**src/rtl/spi_master_param.sv**
```systemverilog
// Parameterised full-duplex SPI master.
// Features: programmable SCLK divider, all four CPOL/CPHA modes, one-hot
// active-low chip selects, and MSB- or LSB-first bit order.
// Handshake: start/busy/done. Every output is driven from a register.
module spi_master_param #(
   parameter int unsigned DATA_W = 8,
   parameter int unsigned NUM_CS = 3,
   parameter int unsigned SEL_W  = 2,
   parameter int unsigned DIV    = 4
) (
   input  logic              clk,
   input  logic              rst,
   input  logic              start,
   input  logic [1:0]        mode,
   input  logic              lsb_first,
   input  logic [SEL_W-1:0]  cs_sel,
   input  logic [DATA_W-1:0] tx_data,
   input  logic              miso,
   output logic              sclk,
   output logic              mosi,
   output logic [NUM_CS-1:0] cs_n,
   output logic [DATA_W-1:0] rx_data,
   output logic              busy,
   output logic              done,
   output logic              err
);

   localparam int unsigned DIV_W  = (DIV > 1) ? $clog2(DIV) : 1;
   localparam int unsigned EDGES  = 2 * DATA_W;
   localparam int unsigned EDGE_W = $clog2(EDGES + 1);

   localparam logic [DIV_W-1:0]  DIV_LAST  = DIV_W'(DIV - 1);
   localparam logic [EDGE_W-1:0] EDGE_LAST = EDGE_W'(EDGES);
   localparam logic [EDGE_W-1:0] EDGE_PEN  = EDGE_W'(EDGES - 2);
   localparam logic [EDGE_W-1:0] EDGE_3    = EDGE_W'(3);
   localparam logic [SEL_W:0]    CS_COUNT  = (SEL_W + 1)'(NUM_CS);

   typedef enum logic [1:0] {
      IDLE  = 2'd0,
      LEAD  = 2'd1,
      XFER  = 2'd2,
      TRAIL = 2'd3
   } state_t;

   state_t              state_q, state_d;
   logic [DIV_W-1:0]    div_q, div_d;
   logic [EDGE_W-1:0]   edge_q, edge_d;
   logic [EDGE_W-1:0]   edge_num;
   logic                cpol_q, cpol_d;
   logic                cpha_q, cpha_d;
   logic                lsb_q, lsb_d;
   logic [DATA_W-1:0]   tx_sr_q, tx_sr_d;
   logic [DATA_W-1:0]   rx_sr_q, rx_sr_d;

   logic                sclk_d;
   logic                mosi_d;
   logic [NUM_CS-1:0]   cs_n_d;
   logic [DATA_W-1:0]   rx_data_d;
   logic                busy_d;
   logic                done_d;
   logic                err_d;

   // Next-state and next-output logic for the transfer sequencer
   always_comb begin
      state_d   = state_q;
      div_d     = div_q;
      edge_d    = edge_q;
      edge_num  = edge_q + EDGE_W'(1);
      cpol_d    = cpol_q;
      cpha_d    = cpha_q;
      lsb_d     = lsb_q;
      tx_sr_d   = tx_sr_q;
      rx_sr_d   = rx_sr_q;
      sclk_d    = sclk;
      mosi_d    = mosi;
      cs_n_d    = cs_n;
      rx_data_d = rx_data;
      busy_d    = busy;
      done_d    = 1'b0;
      err_d     = 1'b0;

      unique case (state_q)
         IDLE: begin
            if (start) begin
               if ({1'b0, cs_sel} < CS_COUNT) begin
                  state_d = LEAD;
                  div_d   = '0;
                  edge_d  = '0;
                  cpol_d  = mode[1];
                  cpha_d  = mode[0];
                  lsb_d   = lsb_first;
                  tx_sr_d = tx_data;
                  rx_sr_d = '0;
                  sclk_d  = mode[1];
                  mosi_d  = lsb_first ? tx_data[0] : tx_data[DATA_W-1];
                  cs_n_d  = ~(NUM_CS'(1) << cs_sel);
                  busy_d  = 1'b1;
               end else begin
                  // Out-of-range slave: report and stay idle, pins untouched
                  done_d = 1'b1;
                  err_d  = 1'b1;
               end
            end
         end

         LEAD: begin
            if (div_q == DIV_LAST) begin
               state_d = XFER;
               div_d   = '0;
            end else begin
               div_d = div_q + DIV_W'(1);
            end
         end

         XFER: begin
            if (div_q == DIV_LAST) begin
               div_d  = '0;
               edge_d = edge_num;
               sclk_d = ~sclk;
               // Odd edges sample when CPHA=0, even edges when CPHA=1
               if (edge_num[0] != cpha_q) begin
                  rx_sr_d = lsb_q ? {miso, rx_sr_q[DATA_W-1:1]}
                                  : {rx_sr_q[DATA_W-2:0], miso};
               end else if (cpha_q ? (edge_num >= EDGE_3) : (edge_num <= EDGE_PEN)) begin
                  tx_sr_d = lsb_q ? (tx_sr_q >> 1) : (tx_sr_q << 1);
                  mosi_d  = lsb_q ? tx_sr_q[1] : tx_sr_q[DATA_W-2];
               end
               if (edge_num == EDGE_LAST) begin
                  state_d = TRAIL;
                  sclk_d  = cpol_q;
               end
            end else begin
               div_d = div_q + DIV_W'(1);
            end
         end

         TRAIL: begin
            if (div_q == DIV_LAST) begin
               state_d   = IDLE;
               div_d     = '0;
               done_d    = 1'b1;
               busy_d    = 1'b0;
               cs_n_d    = '1;
               mosi_d    = 1'b0;
               rx_data_d = rx_sr_q;
            end else begin
               div_d = div_q + DIV_W'(1);
            end
         end

         default: state_d = IDLE;
      endcase
   end

   // State and output registers with synchronous reset
   always_ff @(posedge clk) begin
      if (rst) begin
         state_q <= IDLE;
         div_q   <= '0;
         edge_q  <= '0;
         cpol_q  <= 1'b0;
         cpha_q  <= 1'b0;
         lsb_q   <= 1'b0;
         tx_sr_q <= '0;
         rx_sr_q <= '0;
         sclk    <= 1'b0;
         mosi    <= 1'b0;
         cs_n    <= '1;
         rx_data <= '0;
         busy    <= 1'b0;
         done    <= 1'b0;
         err     <= 1'b0;
      end else begin
         state_q <= state_d;
         div_q   <= div_d;
         edge_q  <= edge_d;
         cpol_q  <= cpol_d;
         cpha_q  <= cpha_d;
         lsb_q   <= lsb_d;
         tx_sr_q <= tx_sr_d;
         rx_sr_q <= rx_sr_d;
         sclk    <= sclk_d;
         mosi    <= mosi_d;
         cs_n    <= cs_n_d;
         rx_data <= rx_data_d;
         busy    <= busy_d;
         done    <= done_d;
         err     <= err_d;
      end
   end

endmodule

```
**config.mk**
```make
export PLATFORM = sky130hd
export DESIGN_NAME = spi_master_param
export DESIGN_NICKNAME = d
export VERILOG_FILES = /design/src/rtl/spi_master_param.sv
export SDC_FILE = /design/constraint.sdc
export NUM_CORES = 1
export LEC_CHECK = 0
export CAP_MARGIN = 10
export CORE_MARGIN = 4
export CORE_UTILIZATION = 45
export DETAILED_ROUTE_END_ITERATION = 10
export PLACE_DENSITY_LB_ADDON = 0.15
export SKIP_LAST_GASP = 1
export SLEW_MARGIN = 10
export SYNTH_ARGS = -nofsm -noshare
export SYNTH_HDL_FRONTEND = slang
export SYNTH_SLANG_ARGS = --single-unit
```
**constraint.sdc**
```tcl
create_clock -name clk -period 2.36 [get_ports clk]
set_clock_uncertainty 0.1 [all_clocks]
set_input_delay 0.708 -clock clk [delete_from_list [all_inputs] [get_ports clk]]
set_output_delay 0.708 -clock clk [all_outputs]
set_load 0.03 [all_outputs]
```
---- Word-level counts from Yosys, hierarchy flattened ----
Index checks and enable logic that the tools add are counted.
word-level totals
  logic and storage cells ................. 108
  output and inout bits ................... 16
  register bits ........................... 44
cells by class
  multiplexer cells ....................... 54
  reduce and logical (&&, ||, !) cells .... 15
  shift operators ......................... 1
  order comparisons ....................... 3
  add/subtract/negate cells ............... 2
  bitwise operators ....................... 3
  equal/unequal tests ..................... 15
operators by type and width
  cell                 number
  $mux 8               11
  $pmux 8 s2           2
  $mux 1               18
  $mux 2               9
  $ne 2x2->1 const B   9
  $mux 5               3
  $reduce_and 6->1     2
  $pmux 5 s2           1
  $mux 3               3
  $pmux 2 s4           1
  $reduce_and 4->1     2
  $reduce_and 7->1     1
  $eq 2x2->1 const B   3
  $pmux 1 s2           3
  $pmux 3 s2           1
  $add 5x1->5 const B  1
  $eq 5x5->1 const B   1
  $ge 5x2->1 const B   1
  $le 5x4->1 const B   1
  $reduce_and 5->1     1
  $pmux 2 s2           1
  $reduce_and 2->1     2
  $reduce_bool 2->1    2
  $not 3->3            1
  12 further kinds     13

---- Depth between registers and ports, before layout ----
Gate-level depths: netlist (run 1).
  word-level depth ........................ 7
  depth in mapped cells ................... 8
  gate-level depth less buffers ........... 7

---- Worst setup path before layout (run 1) ----
No wires, ideal clock.
  path type ............................... register -> register
  from .................................... register edge_q[0]
  to ...................................... register tx_sr_q[7]
  clock period less this slack ............ 2,310 ps
  data arrival time ....................... 2,089 ps
  stages on the path, launching flop included .. 7
  slack ................................... 50 ps
  buffers on the path ..................... 0
  path through ............................ dfxtp_1 > inv_1 > ha_1 > o41ai_1 > a211oi_2 > o21ai_4 > mux2_4
on the way
  longest elaborated chain between the ends .. 5
RTL lines
  what                                             line  RTL
  from (decl)                                      47    logic [EDGE_W-1:0] edge_q, edge_d;
  from (signal assigned)                           176   edge_q <= edge_d;
  $add 5x1->5 (*)                                  68    edge_num = edge_q + EDGE_W'(1);
  $le 5x4->1 / $ge 5x2->1 (equally long branches)  124   end else if (cpha_q ? (edge_num >= EDGE_3) : (edge_num <= EDGE_PEN)) begin
  $mux 1                                           124
  $ne 2x2->1 (no source line)                      --
  $reduce_and 6->1 (no source line) (*)            --
  to (signal assigned)                             180   tx_sr_q <= tx_sr_d;
  to (decl)                                        52    logic [DATA_W-1:0] tx_sr_q, tx_sr_d;
Mark *: on every way between the ends. The rest lies on a longest branch, timed or not.
A chain may end at the register's enable or synchronous reset.

---- Worst setup path in the final report (run 1) ----
  from .................................... input start
  to ...................................... register edge_q[3]
on the way
  longest elaborated chain between the ends .. 2
RTL lines
  what                               line  RTL
  from (decl)                        13    input logic start,
  $ne 2x2->1 (no source line)        --
  $reduce_and 4->1 (no source line)  --
No other way between the ends.

==> implementation parameters, run 1 <==
Parameter                              Value

Setup path
  Arrival time reported for the critical path endpoint ... 2.35 ns
  Worst Setup End Kind ... register
  Worst endpoint required time ... 2.47 ns
  Crit Path Max Fanout ... 4
  Setup Crit Path Kind ... primary input to register
  Kind of launch point of the worst setup path ... primary input

Pwr
  Part of the power in combinational logic ... 47.2%
  Switching fraction of total power ... 36.6%
  Net switching power figure ... 1.08 mW
  Leak pwr ... 1.15 nW
  Portion of total power attributed to sequential cells ... 32.7%
  Areal power density over the cells ... 958 nW/µm²
  Int Power ... 1.88 mW
  IR drop worst, VDD ... 0.626 mV
  Power, Total ... 2.96 mW
  Clock network fraction of total power ... 20.1%

Logic synthesis
  Warning count from the yosys run ... 0
  Async SR Flop Fraction ... 0%
  Per-instance average area after synthesis ... 8.50 µm²
  Dominant synthesized flop cell ... sky130_fd_sc_hd__dfxtp_1
  EDFF count, synth ... 0
  Net count after synthesis ... 310
  Register bit total from synthesis ... 44
  Synthesized netlist cell count ... 283
  Sequential fraction of the synthesis area ... 36.6%
  Synth unique cells ... 50
  Synthesized area ... 2400 µm²

CTS
  Clock network latency to the later pin of the worst-skew pair ... 0.30 ns
  CTS Root Cell ... sky130_fd_sc_hd__clkbuf_8
  Clock tree from TritonCTS ... done
  Post-CTS setup buffer count ... 0
  Clock Sinks ... 44
  Number of buffers added by the clock tree synthesis step ... 5
  Number of H-tree branching levels ... 2
  Post-CTS clock slew at the launch and capture registers of the worst setup and hold paths ... 0.09 ns
  Maximum buffer depth of the clock tree ... 2
  Number of buffers inserted for hold repair after clock tree synthesis ... 0

Final layout
  Most common cell after layout, fill and taps aside ... sky130_fd_sc_hd__dfxtp_1
  Antenna cells ... 0
  Synth-to-layout area growth ... 28.5%
  Design Area, Final ... 3090 µm²
  Share of cells above drive strength 1 ... 14.4%
  Filler cells ... 485
  Count of placed standard cells in the final layout, fillers left out ... 404
  Nets ... 360
  Commonest non-fill, non-tap cells in the layout ... sky130_fd_sc_hd__dfxtp_1 (44), sky130_fd_sc_hd__nand2_1 (38), sky130_fd_sc_hd__mux2i_1 (34)

Floorplan
  Die Footprint ... 6580 µm²
  Die Height ... 81.1 µm
  Initial Utilization ... 46.8%
  Placeable core region ... 5140 µm²
  Top-level I/O count ... 33
  # rows ... 26
  Horiz. Die Dim ... 81.1 µm

Placement
  Port bufs ... 32
  Post-detailed-placement cell area ... 2960 µm²
  Weighted congestion at the end of routability-driven global placement ... 0.798
  HPWL Detailed ... 4090 µm
  Post-placement cell count ... 396

Route
  Iteration-0 DRC Markers ... 115
  Routed WL ... 5680 µm
  Routed vias/inst ... 5.35
  Number of detailed-route iterations in the first pass ... 4
  Drc violations ... 0
  Residual antenna-violating net count after detailed routing ... 0
  Avg WL per Cell ... 14.1 µm
  Overall via count from detail_route ... 2162

Timing
  Highest achievable clock rate ... 445 MHz
  Count of final hold-check violations ... 0
  Setup Viol. Count Final ... 0
  Slew headroom ... 63.4%
  Number of pins exceeding their max-slew limit in the final report ... 0
  Worst-Margin Slew ... 0.549 ns
  Part of the cycle the worst path needs ... 95.2%
  Min Clock Period, post-route ... 2.25 ns

GRT
  Wire length of the first global-routing pass ... 9570 µm
  Number of antenna violations at the first check in global routing ... 0
  Number of global-route vias before repair ... 2064
  Total track usage ... 18.4%
  Overflow left after global routing ... 0
  Maximum number of pins on one net before global-route repair ... 26

Run
  Max-capacitance violation count ... 0

Run status
  Run status ... completed

Hold path
  Class of the tightest hold or removal check ... register to register
metal layers:
metal / vias up / track usage (%) / part of all wire (%)
li1: 1102 / - / -
met1: 1018 / 24.4 / 50
met2: 33 / 30.2 / 45
met3: 9 / 3.22 / 3.5
met4: 0 / 6.08 / 1.5
met5: - / 0 / 0
repair_timing:
action	in CTS	in global routing
endpoints found under the hold margin	0	0
gates resized for setup	0	2
endpoints found under the setup margin	0	2
power by group through the flow:
stage                     sequential (mW)  combinational, mW  clock, mW
after global routing                0.986               1.51      0.645
final                               0.969               1.40      0.595
after CTS                           0.968               1.39      0.612
after global placement              0.982               1.37          0
after floorplan                      1.03              0.802          0
after detailed placement            0.983               1.38          0
worst paths after layout:
| kind | depth (start not counted) | to | slack, ns | startpoint |
|---|---|---|---|---|
| setup / recovery | 8 | edge_q[3] | 0.11 | start |
| hold / removal | 2 | rx_data[5] | 0.36 | rx_data[5] |
| setup reg to reg | 8 | tx_sr_q[4] | 0.17 | edge_q[0] |
| hold reg to reg | 2 | rx_data[5] | 0.36 | rx_data[5] |
cells by family (layout without fill, tap and decap cells):
logic type,after synthesis,count (layout),synth area share [%]
DFF,44,44,36.6
adders and majority gates,10,10,5.20
xor gates and xnor gates,3,3,1.09
buffers and inverters,28,79,4.53
AOI/OAI and AO/OA,62,62,18.7
and+or+nand+nor,100,100,18.6
muxes,36,36,15.2
registers in the layout, summed over array words and instances (netlist names), 2 cells and up:
| signal | flops |
|---|---|
| rx_sr_q | 8 |
| cs_n | 3 |
| rx_data | 8 |
| tx_sr_q | 8 |
| state_q | 2 |
| edge_q | 5 |
| div_q | 2 |
cells in the mapped netlist (4+ instances only):
library cell,n,area (µm²)
sky130_fd_sc_hd__o21ai_1,4,20.0
sky130_fd_sc_hd__nor3_1,6,30.0
sky130_fd_sc_hd__o21ai_0,7,35.0
sky130_fd_sc_hd__clkbuf_1,13,48.8
sky130_fd_sc_hd__mux2i_1,34,340
sky130_fd_sc_hd__dfxtp_1,44,881
sky130_fd_sc_hd__nand3b_1,4,30.0
sky130_fd_sc_hd__inv_1,9,33.8
sky130_fd_sc_hd__a21oi_1,19,95.1
sky130_fd_sc_hd__o211ai_1,7,52.6
sky130_fd_sc_hd__nand3_1,12,60.1
sky130_fd_sc_hd__nand2_1,38,143
sky130_fd_sc_hd__ha_1,10,125
sky130_fd_sc_hd__nor2_1,28,105
cell type report:
cell class	instances	area (µm²)	area share, %
clock buffer	5	68.8	2.23
clock inverter	3	47.5	1.54
timing repair buffer	59	536	17.3
multi-input combinational	211	1430	46.1
inverter	12	45.0	1.46
sequential	44	881	28.5
tap	70	87.6	2.83
stage by stage:
step           hold WS, ns  setup TNS [ns]  worst slack [ns]  utilization [%]
2_1_floorplan        0.336               0            0.0495                -
3_3_place_gp         0.346          -0.663            -0.125             57.7
3_5_place_dp         0.345           -1.14            -0.137             57.7
4_1_cts              0.359               0            0.0870             59.9
5_1_grt              0.385        -0.00975          -0.00975             60.1
6_report             0.357               0             0.113             60.1
worst max-delay path, stage by stage:
cell and delay, ns:
sky130_fd_sc_hd__clkdlybuf4s50_1 0.47, sky130_fd_sc_hd__a21boi_1 0.20, sky130_fd_sc_hd__nor2_1 0.09, sky130_fd_sc_hd__buf_4 0.14, sky130_fd_sc_hd__nor3_1 0.14, sky130_fd_sc_hd__buf_4 0.16, sky130_fd_sc_hd__a41oi_1 0.14, sky130_fd_sc_hd__a311oi_1 0.30
(Power assumes the default switching activity.)
==> run 2: changes to the inputs <==
Settings changed: ABC_CLOCK_PERIOD_IN_PS set to 2360, CTS_BUF_LIST set to sky130_fd_sc_hd__clkbuf_16.
==> run 2 against run 1 <==
  * Die area is the same
  * Via count grew 0.88%
  * Flip-flop and latch count is the same
  * Final area grew 1.8%
  * Critical path depth is the same
  * Sequential share of layout area shrank 0.51 points
  * Combinational power is essentially flat
  * Clock power grew 35%
  * Register-to-register slack is essentially flat
  * Setup slack lost 0.020 ns
  * Cell count is the same
  * Hold slack lost 0.0034 ns
  * Largest cell class unchanged
  * Largest power group unchanged
==> implementation parameters, run 2 (synthesis results as in run 1) <==
Parameter                              Value

Route
  Number of detailed-route iterations in the first pass ... 4
  Drc violations ... 0
  Routed vias/inst ... 5.40
  Iteration-0 DRC Markers ... 96
  Residual antenna-violating net count after detailed routing ... 0
  Avg WL per Cell ... 14.1 µm
  Routed WL ... 5690 µm
  Overall via count from detail_route ... 2181

Floorplan
  Die Footprint ... 6580 µm²
  Horiz. Die Dim ... 81.1 µm
  Top-level I/O count ... 33
  Placeable core region ... 5140 µm²
  # rows ... 26
  Initial Utilization ... 46.8%
  Die Height ... 81.1 µm

CTS
  Number of buffers added by the clock tree synthesis step ... 5
  Clock network latency to the later pin of the worst-skew pair ... 0.28 ns
  Number of H-tree branching levels ... 2
  Clock tree from TritonCTS ... done
  CTS Root Cell ... sky130_fd_sc_hd__clkbuf_16
  Post-CTS clock slew at the launch and capture registers of the worst setup and hold paths ... 0.06 ns
  Number of buffers inserted for hold repair after clock tree synthesis ... 0
  Clock Sinks ... 44
  Maximum buffer depth of the clock tree ... 2

Run
  Max-capacitance violation count ... 0

Final layout
  Nets ... 360
  Largest registers ... rx_data (8), rx_sr_q (8), tx_sr_q (8)
  Count of placed standard cells in the final layout, fillers left out ... 404
  Commonest non-fill, non-tap cells in the layout ... sky130_fd_sc_hd__dfxtp_1 (44), sky130_fd_sc_hd__nand2_1 (38), sky130_fd_sc_hd__mux2i_1 (34)
  Most common cell after layout, fill and taps aside ... sky130_fd_sc_hd__dfxtp_1
  Synth-to-layout area growth ... 30.9%
  Antenna cells ... 0
  Area of the multi-input gates ... 1430 µm²
  Core Util, Final ... 61.2%
  Filler cells ... 473
  Register area ... 881 µm²
  Share of cells above drive strength 1 ... 14.4%

Setup path
  Cell mode on critical path ... sky130_fd_sc_hd__buf_4
  Worst Reg-to-Reg Cells ... 8
  Arrival time reported for the critical path endpoint ... 2.35 ns
  Worst endpoint required time ... 2.45 ns
  Setup Crit Path Kind ... primary input to register
  Chain of cells forming the critical path ... clkdlybuf4s50_1 > a21boi_1 > nor2_1 > buf_4 > nor3_1 > buf_4 > a41oi_1 > a311oi_1
  Worst Setup End Kind ... register
  Maximum cell stage delay along the critical path ... 0.47 ns
  Crit. path cell count ... 8
  Crit Path Max Fanout ... 4
  Kind of launch point of the worst setup path ... primary input
  Buffers & Inverters on Critical Path ... 3
  CP delay by family, top ... buffers and inverters
  Reg2Reg Setup Slack ... 0.17 ns
  Slowest stage cell, crit path ... sky130_fd_sc_hd__clkdlybuf4s50_1

Pwr
  Leak pwr ... 1.17 nW
  IR drop worst, VDD ... 0.675 mV
  Areal power density over the cells ... 1010 nW/µm²
  Power, Total ... 3.17 mW

GRT
  Number of antenna violations at the first check in global routing ... 0
  Wire length of the first global-routing pass ... 9600 µm
  Total track usage ... 18.5%
  Number of global-route vias before repair ... 2068
  Maximum number of pins on one net before global-route repair ... 26
  Overflow left after global routing ... 0

Timing
  Slew headroom ... 63.8%
  Worst-Margin Slew ... 0.543 ns
  Min Clock Period, post-route ... 2.27 ns
  Count of final hold-check violations ... 0
  Part of the cycle the worst path needs ... 96.0%
  Hold_ws ... 0.353 ns
  Final setup margin ... 0.0938 ns
  Number of pins exceeding their max-slew limit in the final report ... 0
  Setup Viol. Count Final ... 0
  Highest achievable clock rate ... 441 MHz

Placement
  Port bufs ... 32
  Weighted congestion at the end of routability-driven global placement ... 0.798
  Post-placement cell count ... 396
  Worst slack after detailed placement ... -0.137 ns
  HPWL Detailed ... 4090 µm

Hold path
  Hold Path Cell Cnt ... 2
  Class of the tightest hold or removal check ... register to register

Run status
  Run status ... completed
run 2: final cells by class:
cell class | count | share of cell area (%)
Clock buffer | 5 | 3.98
Clock inverter | 3 | 1.51
Inverter | 12 | 1.43
Multi-Input combinational cell | 211 | 45.3
Sequential cell | 44 | 28.0
Tap cell | 70 | 2.78
Timing Repair Buffer | 59 | 17.0
run 2: worst paths after layout:
check,endpoint,startpoint
worst min-delay path,rx_data[5],rx_data[5]
worst max-delay path,edge_q[3],start
worst min register to register,rx_data[5],rx_data[5]
worst max register to register,tx_sr_q[4],edge_q[0]
run 2: routing by layer:
layer / share of wire (%) / GRT usage [%] / vias to the layer above
met1: 50 / 24.7 / 1035
met4: 1.3 / 6.08 / 0
met5: 0 / 0 / -
met2: 45 / 30.3 / 36
met3: 2.8 / 3.22 / 8
li1: - / - / 1102
run 2: what timing repair did:
item                       CTS  global route
resized for setup            0             2
buffers inserted             0             0
setup endpoints to repair    0             2
run 2: worst min-delay path: stages, from the launching register on:
cell                      delay [ns]
sky130_fd_sc_hd__dfxtp_1        0.31
sky130_fd_sc_hd__nand2_1        0.05
sky130_fd_sc_hd__a21oi_1        0.05
run 2: stage by stage:
stage | area, µm² | TNS [ns]
2_1_floorplan | 2400 | 0
3_3_place_gp | 2960 | -0.663
3_5_place_dp | 2960 | -1.14
4_1_cts | 3140 | 0
5_1_grt | 3150 | -0.0350
6_report | 3150 | 0
run 2: power by group:
part / switching (mW) / internal [mW]
clock: 0.300 / 0.503
combinational: 0.710 / 0.685
sequential: 0.0952 / 0.874
total: 1.11 / 2.06
==> run 3: changes to the inputs <==
Settings changed: CORE_UTILIZATION 45 to 49.
==> run 3 against run 2 <==
  * Cell count is 0.74% lower
  * Utilization is 5.3 points higher
  * Non-clock buffer count stayed put
  * Register-to-register slack worse by 0.02 ns
  * Wire length is 0.46% higher
  * Fmax is 2.7% higher
  * Sequential power is 0.6% higher
  * Combinational power hardly changed
  * Critical path depth is 1 lower
  * Global-route usage is 1.0 points higher
  * Final area is 0.20% lower
  * Die area is 7.4% lower
  * Critical path type is now register to register
  * Critical endpoint is now tx_sr_q[0]
  * Largest power group unchanged
==> implementation parameters, run 3 (synthesis results as in run 1) <==
Parameter                              Value

Hold path
  Class of the tightest hold or removal check ... register to register
  Hold Path Cell Cnt ... 2
  Hold Path End ... rx_data[3]
  Worst hold start ... rx_data[3]

Final layout
  Antenna cells ... 0
  Filler cells ... 380
  Most common cell after layout, fill and taps aside ... sky130_fd_sc_hd__dfxtp_1
  Share of cells above drive strength 1 ... 13.8%
  Commonest non-fill, non-tap cells in the layout ... sky130_fd_sc_hd__dfxtp_1 (44), sky130_fd_sc_hd__nand2_1 (38), sky130_fd_sc_hd__mux2i_1 (34)
  Core Util, Final ... 66.5%
  Synth-to-layout area growth ... 30.6%
  Area of the multi-input gates ... 1420 µm²
  Nets ... 360
  Largest registers ... rx_data (8), rx_sr_q (8), tx_sr_q (8)
  Register area ... 881 µm²

CTS
  Maximum buffer depth of the clock tree ... 2
  Number of buffers inserted for hold repair after clock tree synthesis ... 0
  CTS Root Cell ... sky130_fd_sc_hd__clkbuf_16
  Clock tree from TritonCTS ... done
  Clock network latency to the later pin of the worst-skew pair ... 0.28 ns
  Post-CTS clock slew at the launch and capture registers of the worst setup and hold paths ... 0.06 ns
  Gates resized, CTS repair ... 0
  Number of buffers added by the clock tree synthesis step ... 5
  Number of H-tree branching levels ... 2
  Post-CTS setup buffer count ... 0
  Clock Sinks ... 44

Pwr
  Leak pwr ... 1.18 nW
  Areal power density over the cells ... 1020 nW/µm²
  Power, Total ... 3.19 mW
  IR drop worst, VDD ... 0.535 mV

Timing
  Hold_ws ... 0.355 ns
  Setup Viol. Count Final ... 0
  Part of the cycle the worst path needs ... 93.5%
  Unrepaired setup endpoints after global routing ... no
  Number of pins exceeding their max-slew limit in the final report ... 0
  Min Clock Period, post-route ... 2.21 ns
  Slew headroom ... 64.1%
  Final setup TNS ... 0 ns
  Highest achievable clock rate ... 453 MHz
  Final setup margin ... 0.153 ns
  Count of final hold-check violations ... 0
  Worst-Margin Slew ... 0.538 ns

Setup path
  Maximum cell stage delay along the critical path ... 0.47 ns
  Reg-to-reg critical path startpoint ... edge_q[0]
  Setup Crit Path Kind ... register to register
  Critical R2R Capture ... tx_sr_q[0]
  Worst Setup End Kind ... register
  Crit Path Max Fanout ... 5
  Reg2Reg Setup Slack ... 0.15 ns
  Arrival time reported for the critical path endpoint ... 2.32 ns
  Chain of cells forming the critical path ... inv_1 > ha_1 > o41ai_1 > a211oi_2 > o21ai_4 > buf_4 > mux2i_1
  Kind of launch point of the worst setup path ... register
  Slowest stage cell, crit path ... sky130_fd_sc_hd__o41ai_1
  Worst Reg-to-Reg Cells ... 7
  Worst endpoint required time ... 2.47 ns

Route
  Drc violations ... 0
  Routed WL ... 5720 µm
  Overall via count from detail_route ... 2175
  Avg WL per Cell ... 14.3 µm
  Routed vias/inst ... 5.42
  Number of detailed-route iterations in the first pass ... 4
  Residual antenna-violating net count after detailed routing ... 0
  Iteration-0 DRC Markers ... 86

Floorplan
  Horiz. Die Dim ... 78.1 µm
  Die Height ... 78.1 µm
  Placeable core region ... 4720 µm²
  Initial Utilization ... 50.9%
  Top-level I/O count ... 33
  Die Footprint ... 6090 µm²
  # rows ... 25

GRT
  Total track usage ... 19.5%
  Overflow left after global routing ... 0
  Number of global-route vias before repair ... 2095
  Wire length of the first global-routing pass ... 9630 µm
  Number of antenna violations at the first check in global routing ... 0
  Maximum number of pins on one net before global-route repair ... 25

Run
  Max-capacitance violation count ... 0

Run status
  Run status ... completed

Placement
  Port bufs ... 32
  Worst slack after detailed placement ... -0.134 ns
  Weighted congestion at the end of routability-driven global placement ... 0.845
  HPWL Detailed ... 4140 µm
## run 3: cell types whose count changed in the layout (fill, tap and decap cells not counted)
cell	before	now
sky130_fd_sc_hd__clkinv_4	2	0
sky130_fd_sc_hd__buf_12	1	2
sky130_fd_sc_hd__buf_4	26	25
sky130_fd_sc_hd__clkinv_2	0	1
sky130_fd_sc_hd__clkinvlp_4	0	1
sky130_fd_sc_hd__ha_1	9	10
sky130_fd_sc_hd__ha_2	1	0
sky130_fd_sc_hd__o41ai_1	0	1
sky130_fd_sc_hd__o41ai_2	1	0
## run 3: area by class of cell
cell class / count / area share [%]
Multi-Input combinational cell: 211 / 45.1
Sequential cell: 44 / 28.0
Timing Repair Buffer: 59 / 17.5
Clock buffer: 5 / 3.98
Tap cell: 67 / 2.67
Inverter: 12 / 1.43
Clock inverter: 3 / 1.35
## run 3: power breakdown
part | switching, mW | internal, mW
logic | 0.720 | 0.713
clock network | 0.289 | 0.497
registers | 0.100 | 0.874
## run 3: worst max path at each step
stage / from / to
2_1_floorplan: edge_q[0] / tx_sr_q[7]
4_1_cts: edge_q[0] / tx_sr_q[0]
3_3_place_gp: start / cs_n[2]
5_1_grt: edge_q[0] / tx_sr_q[6]
3_5_place_dp: start / cs_n[1]
6_report: edge_q[0] / tx_sr_q[0]
## run 3: worst max-delay path: cells and delay by family (launching register included)
kind            cells  cell delay [ns]
compound gates      3             0.86
fa+ha+maj           1             0.31
buf+inv             2             0.27
flops               1             0.41
mux                 1             0.18
## run 3: metrics by stage
stage | instance area, µm² | instances
2_1_floorplan | 2400 | 283
3_3_place_gp | 2970 | 393
3_5_place_dp | 2970 | 393
4_1_cts | 3140 | 401
5_1_grt | 3140 | 401
6_report | 3140 | 401
## run 3: routing by layer
layer | track usage [%] | routed length, µm
met1 | 25.2 | 2690
met2 | 32.2 | 2710
met3 | 4.01 | 232
met4 | 7.17 | 97
met5 | 0 | 0
==> patch 1, RTL diff (settings of run 2) <==
Encoding of `state_t`: now one-hot (4 bits for 4 states).
--- a/src/rtl/spi_master_param.sv
+++ b/src/rtl/spi_master_param.sv
@@ -35,11 +35,11 @@
    localparam logic [EDGE_W-1:0] EDGE_3    = EDGE_W'(3);
    localparam logic [SEL_W:0]    CS_COUNT  = (SEL_W + 1)'(NUM_CS);
 
-   typedef enum logic [1:0] {
-      IDLE  = 2'd0,
-      LEAD  = 2'd1,
-      XFER  = 2'd2,
-      TRAIL = 2'd3
+   typedef enum logic [3:0] {
+      IDLE  = 4'b0001,
+      LEAD  = 4'b0010,
+      XFER  = 4'b0100,
+      TRAIL = 4'b1000
    } state_t;
 
    state_t              state_q, state_d;
Function: no difference found for any inputs over 10 cycles, from zero or initial values and one cycle with rst high; not proved beyond that.
==> patch 1 against run 2 <==
Sequential cell count increased by 2. Cell area increased by 7.4%. Worst setup slack improved by 49 ps. Routed wire length increased by 11%. Area after synthesis increased by 11%. Utilization decreased by 1.3 points. Critical path type is now reg -> reg.
Power is not compared: it rests on default switching activity, and its combinational part moved more than twofold at a synthesized area within 25%.
==> patch 1: results <==
outcome:
  outcome: "completed"
yosys:
  synth_cell_types: 56
  ys_seq_area_share_pct: 34.4
  synthTopCellsByCount: "46 x dfxtp_1, 43 x nand2_1, 24 x a21oi_1"
  synthTopCellsByArea: "dfxtp_1 34%, mux2_2 6.3%, nand2_1 6.0%"
  synth_compound_area_share_pct: 20.4
  synthXorXnorAreaFrac_pct: 0.980
cells_and_area:
  nets: 388
  drive_gt1_share_pct: 18.3
  num-multi-input-gates: 238
  nFillCells: 490
  n_all_buffers: 63
  final_util_pct: 59.9
min_path:
  hp-start: "rx_data[1]"
worst_setup_path:
  arrival_ps: 2320
  crit_path_top_delay_cell: "ha_1"
  r2r_end: "tx_sr_q[7]"
  r2r_slack_ps: 140
  max_stage_delay_ps: 360
detailed_routing:
  drt_iter0_drc: 150
  met1_length_mm: 2.99
  wl_met3_um: 243
  wl_met2_mm: 3.04
global_routing:
  grt_pass1_wl_mm: 10.9
  grt_use_met1_pct: 24.0
place:
  dp_cells: 431
  gp_congestion: 0.856
  dp_slack_ps: -141
  dp_hpwl_mm: 4.57
timing:
  worst_slew_pin_slew_ps: 506
patch 1: worst max path at each step:
stage                       to  depth (start not counted)  startpoint
global placement    tx_sr_q[7]                          7       start
global route        tx_sr_q[6]                          8       start
finish              tx_sr_q[7]                          8   edge_q[0]
detailed placement  tx_sr_q[2]                          8       start
CTS                 tx_sr_q[7]                          8   edge_q[0]
floorplan                 mosi                          8   edge_q[0]
patch 1: logic make-up (layout without fill, tap and decap cells):
kind of cell	count (synthesis)	count (layout)
adder cells (fa/ha/maj)	5	5
AND/OR/NAND/NOR	123	123
XOR/XNOR	3	3
AO/OA/AOI/OAI	79	79
buffers and inverters	37	83
multiplexers	28	28
flip-flops	46	46
patch 1: worst register-to-register path, delay by kind of cell (launching register included):
kind / cells / cell delay [ps]
compound gates: 4 / 780
simple gates: 1 / 320
buf+inv: 2 / 230
fa+ha+maj: 1 / 360
flops: 1 / 350
patch 1: timing repair:
item	CTS	global route
resized for setup	1	1
endpoints found under the setup margin	3	1
pin swaps	0	0
==> patch 2, RTL diff (flow settings as in run 2) <==
Without the edit above. `DATA_W`: 8 -> 16.
--- a/src/rtl/spi_master_param.sv
+++ b/src/rtl/spi_master_param.sv
@@ -3,7 +3,7 @@
 // active-low chip selects, and MSB- or LSB-first bit order.
 // Handshake: start/busy/done. Every output is driven from a register.
 module spi_master_param #(
-   parameter int unsigned DATA_W = 8,
+   parameter int unsigned DATA_W = 16,
    parameter int unsigned NUM_CS = 3,
    parameter int unsigned SEL_W  = 2,
    parameter int unsigned DIV    = 4
Interface: changed (resized rx_data and tx_data); port bits go from 33 to 49. The function was not compared with the original's and may differ.
==> patch 2 against run 2 <==
Fmax grew 4.2%. Count of clock-buffer cells in the layout grew 4. Routed wire length grew 43%. Worst setup slack gained 92 ps. Total power grew 50%. Worst hold slack lost 3.2 ps. Register-to-register slack gained 40 ps. Area after synthesis grew 51%. Largest cell class unchanged. Sequential power grew 59%. Largest power group unchanged. Cell area grew 47%. Sequential cell count grew 25. Critical path depth shrank 7. Cell count grew 50%.
==> patch 2: results <==
outcome:
  outcome: "completed"
yosys:
  synthTopCellsByArea: "dfxtp_1 38%, a21oi_1 8.8%, nand2_1 6.7%"
  synth_cell_types: 49
  synth_nets: 483
  synth_cells: 448
  synth.area.mux_share_pct: 9.68
  synthXorXnorAreaFrac_pct: 0.482
  ys_seq_area_share_pct: 38.0
  synthTopCellsByCount: "69 x dfxtp_1, 65 x nand2_1, 64 x a21oi_1"
  synth_compound_area_share_pct: 20.5
detailed_routing:
  wl_per_cell_um: 13.4
  drt_iter0_drc: 110
  vias: 3252
  dr.pass1.iters: 5
global_routing:
  grt_pass1_wl_mm: 14.2
  first_global_vias: 3037
  grtUsageMet2_pct: 28.4
  use_met3_pct: 3.07
  grt_use_met1_pct: 23.4
  track_usage_pct: 17.6
worst_setup_path:
  cp_max_fo: 3
  arrival_ps: 1370
place:
  dp_cells: 591
  gp_congestion: 0.810
  dpl_cell_area_um2: 4310
  dp_slack_ps: -139
  dp_hpwl_mm: 5.62
cells_and_area:
  nFillCells: 713
  drive_gt1_share_pct: 14.3
  ff_latch_area_um2: 1380
  fin_cells: 607
  nets: 535
  top_regs: "rx_data x16, rx_sr_q x16, tx_sr_q x16"
clocking:
  cts_buffers: 9
  h-tree-depth: 3
power:
  p_sw_share_pct: 35.4
  p_leak_nw: 1.66
  p_total_mw: 4.74
  irDropWorstVdd_mv: 0.567
timing:
  worst_slew_pin_slew_ps: 600
patch 2: cell types whose count changed in the layout (fill, tap and decap cells not counted), sizes merged, moves of 8 or more:
cell	change
nand3	+9
nor2b	+16
o41ai	+13
o21ai	+11
mux2i	-18
nand2	+27
a21oi	+44
dfxtp	+25
mux2	+15
nor2	+8
clkdlybuf4s50	+15
patch 2: path summary, 6_finish.rpt:
check               from  slack (ps)  cells past startpoint     endpoint
min          rx_data[12]         350                      2  rx_data[12]
max reg2reg    edge_q[0]         210                      8  tx_sr_q[15]
max                 sclk         190                      1         sclk
min reg2reg  rx_data[12]         350                      2  rx_data[12]
patch 2: area by class of cell:
cell class,instances,area share [%]
clock buffers,9,4.86
well taps,102,2.76
repair buffers,75,14.9
inverters,7,0.567
clock inverters,7,1.92
flip-flops and latches,69,29.9
multi-input cells,338,45.1
patch 2: layer usage:
metal	share of wire (%)	up-vias
met2	47	52
met1	48	1495
met5	0	-
met3	3.4	9
li1	-	1696
met4	1.6	0
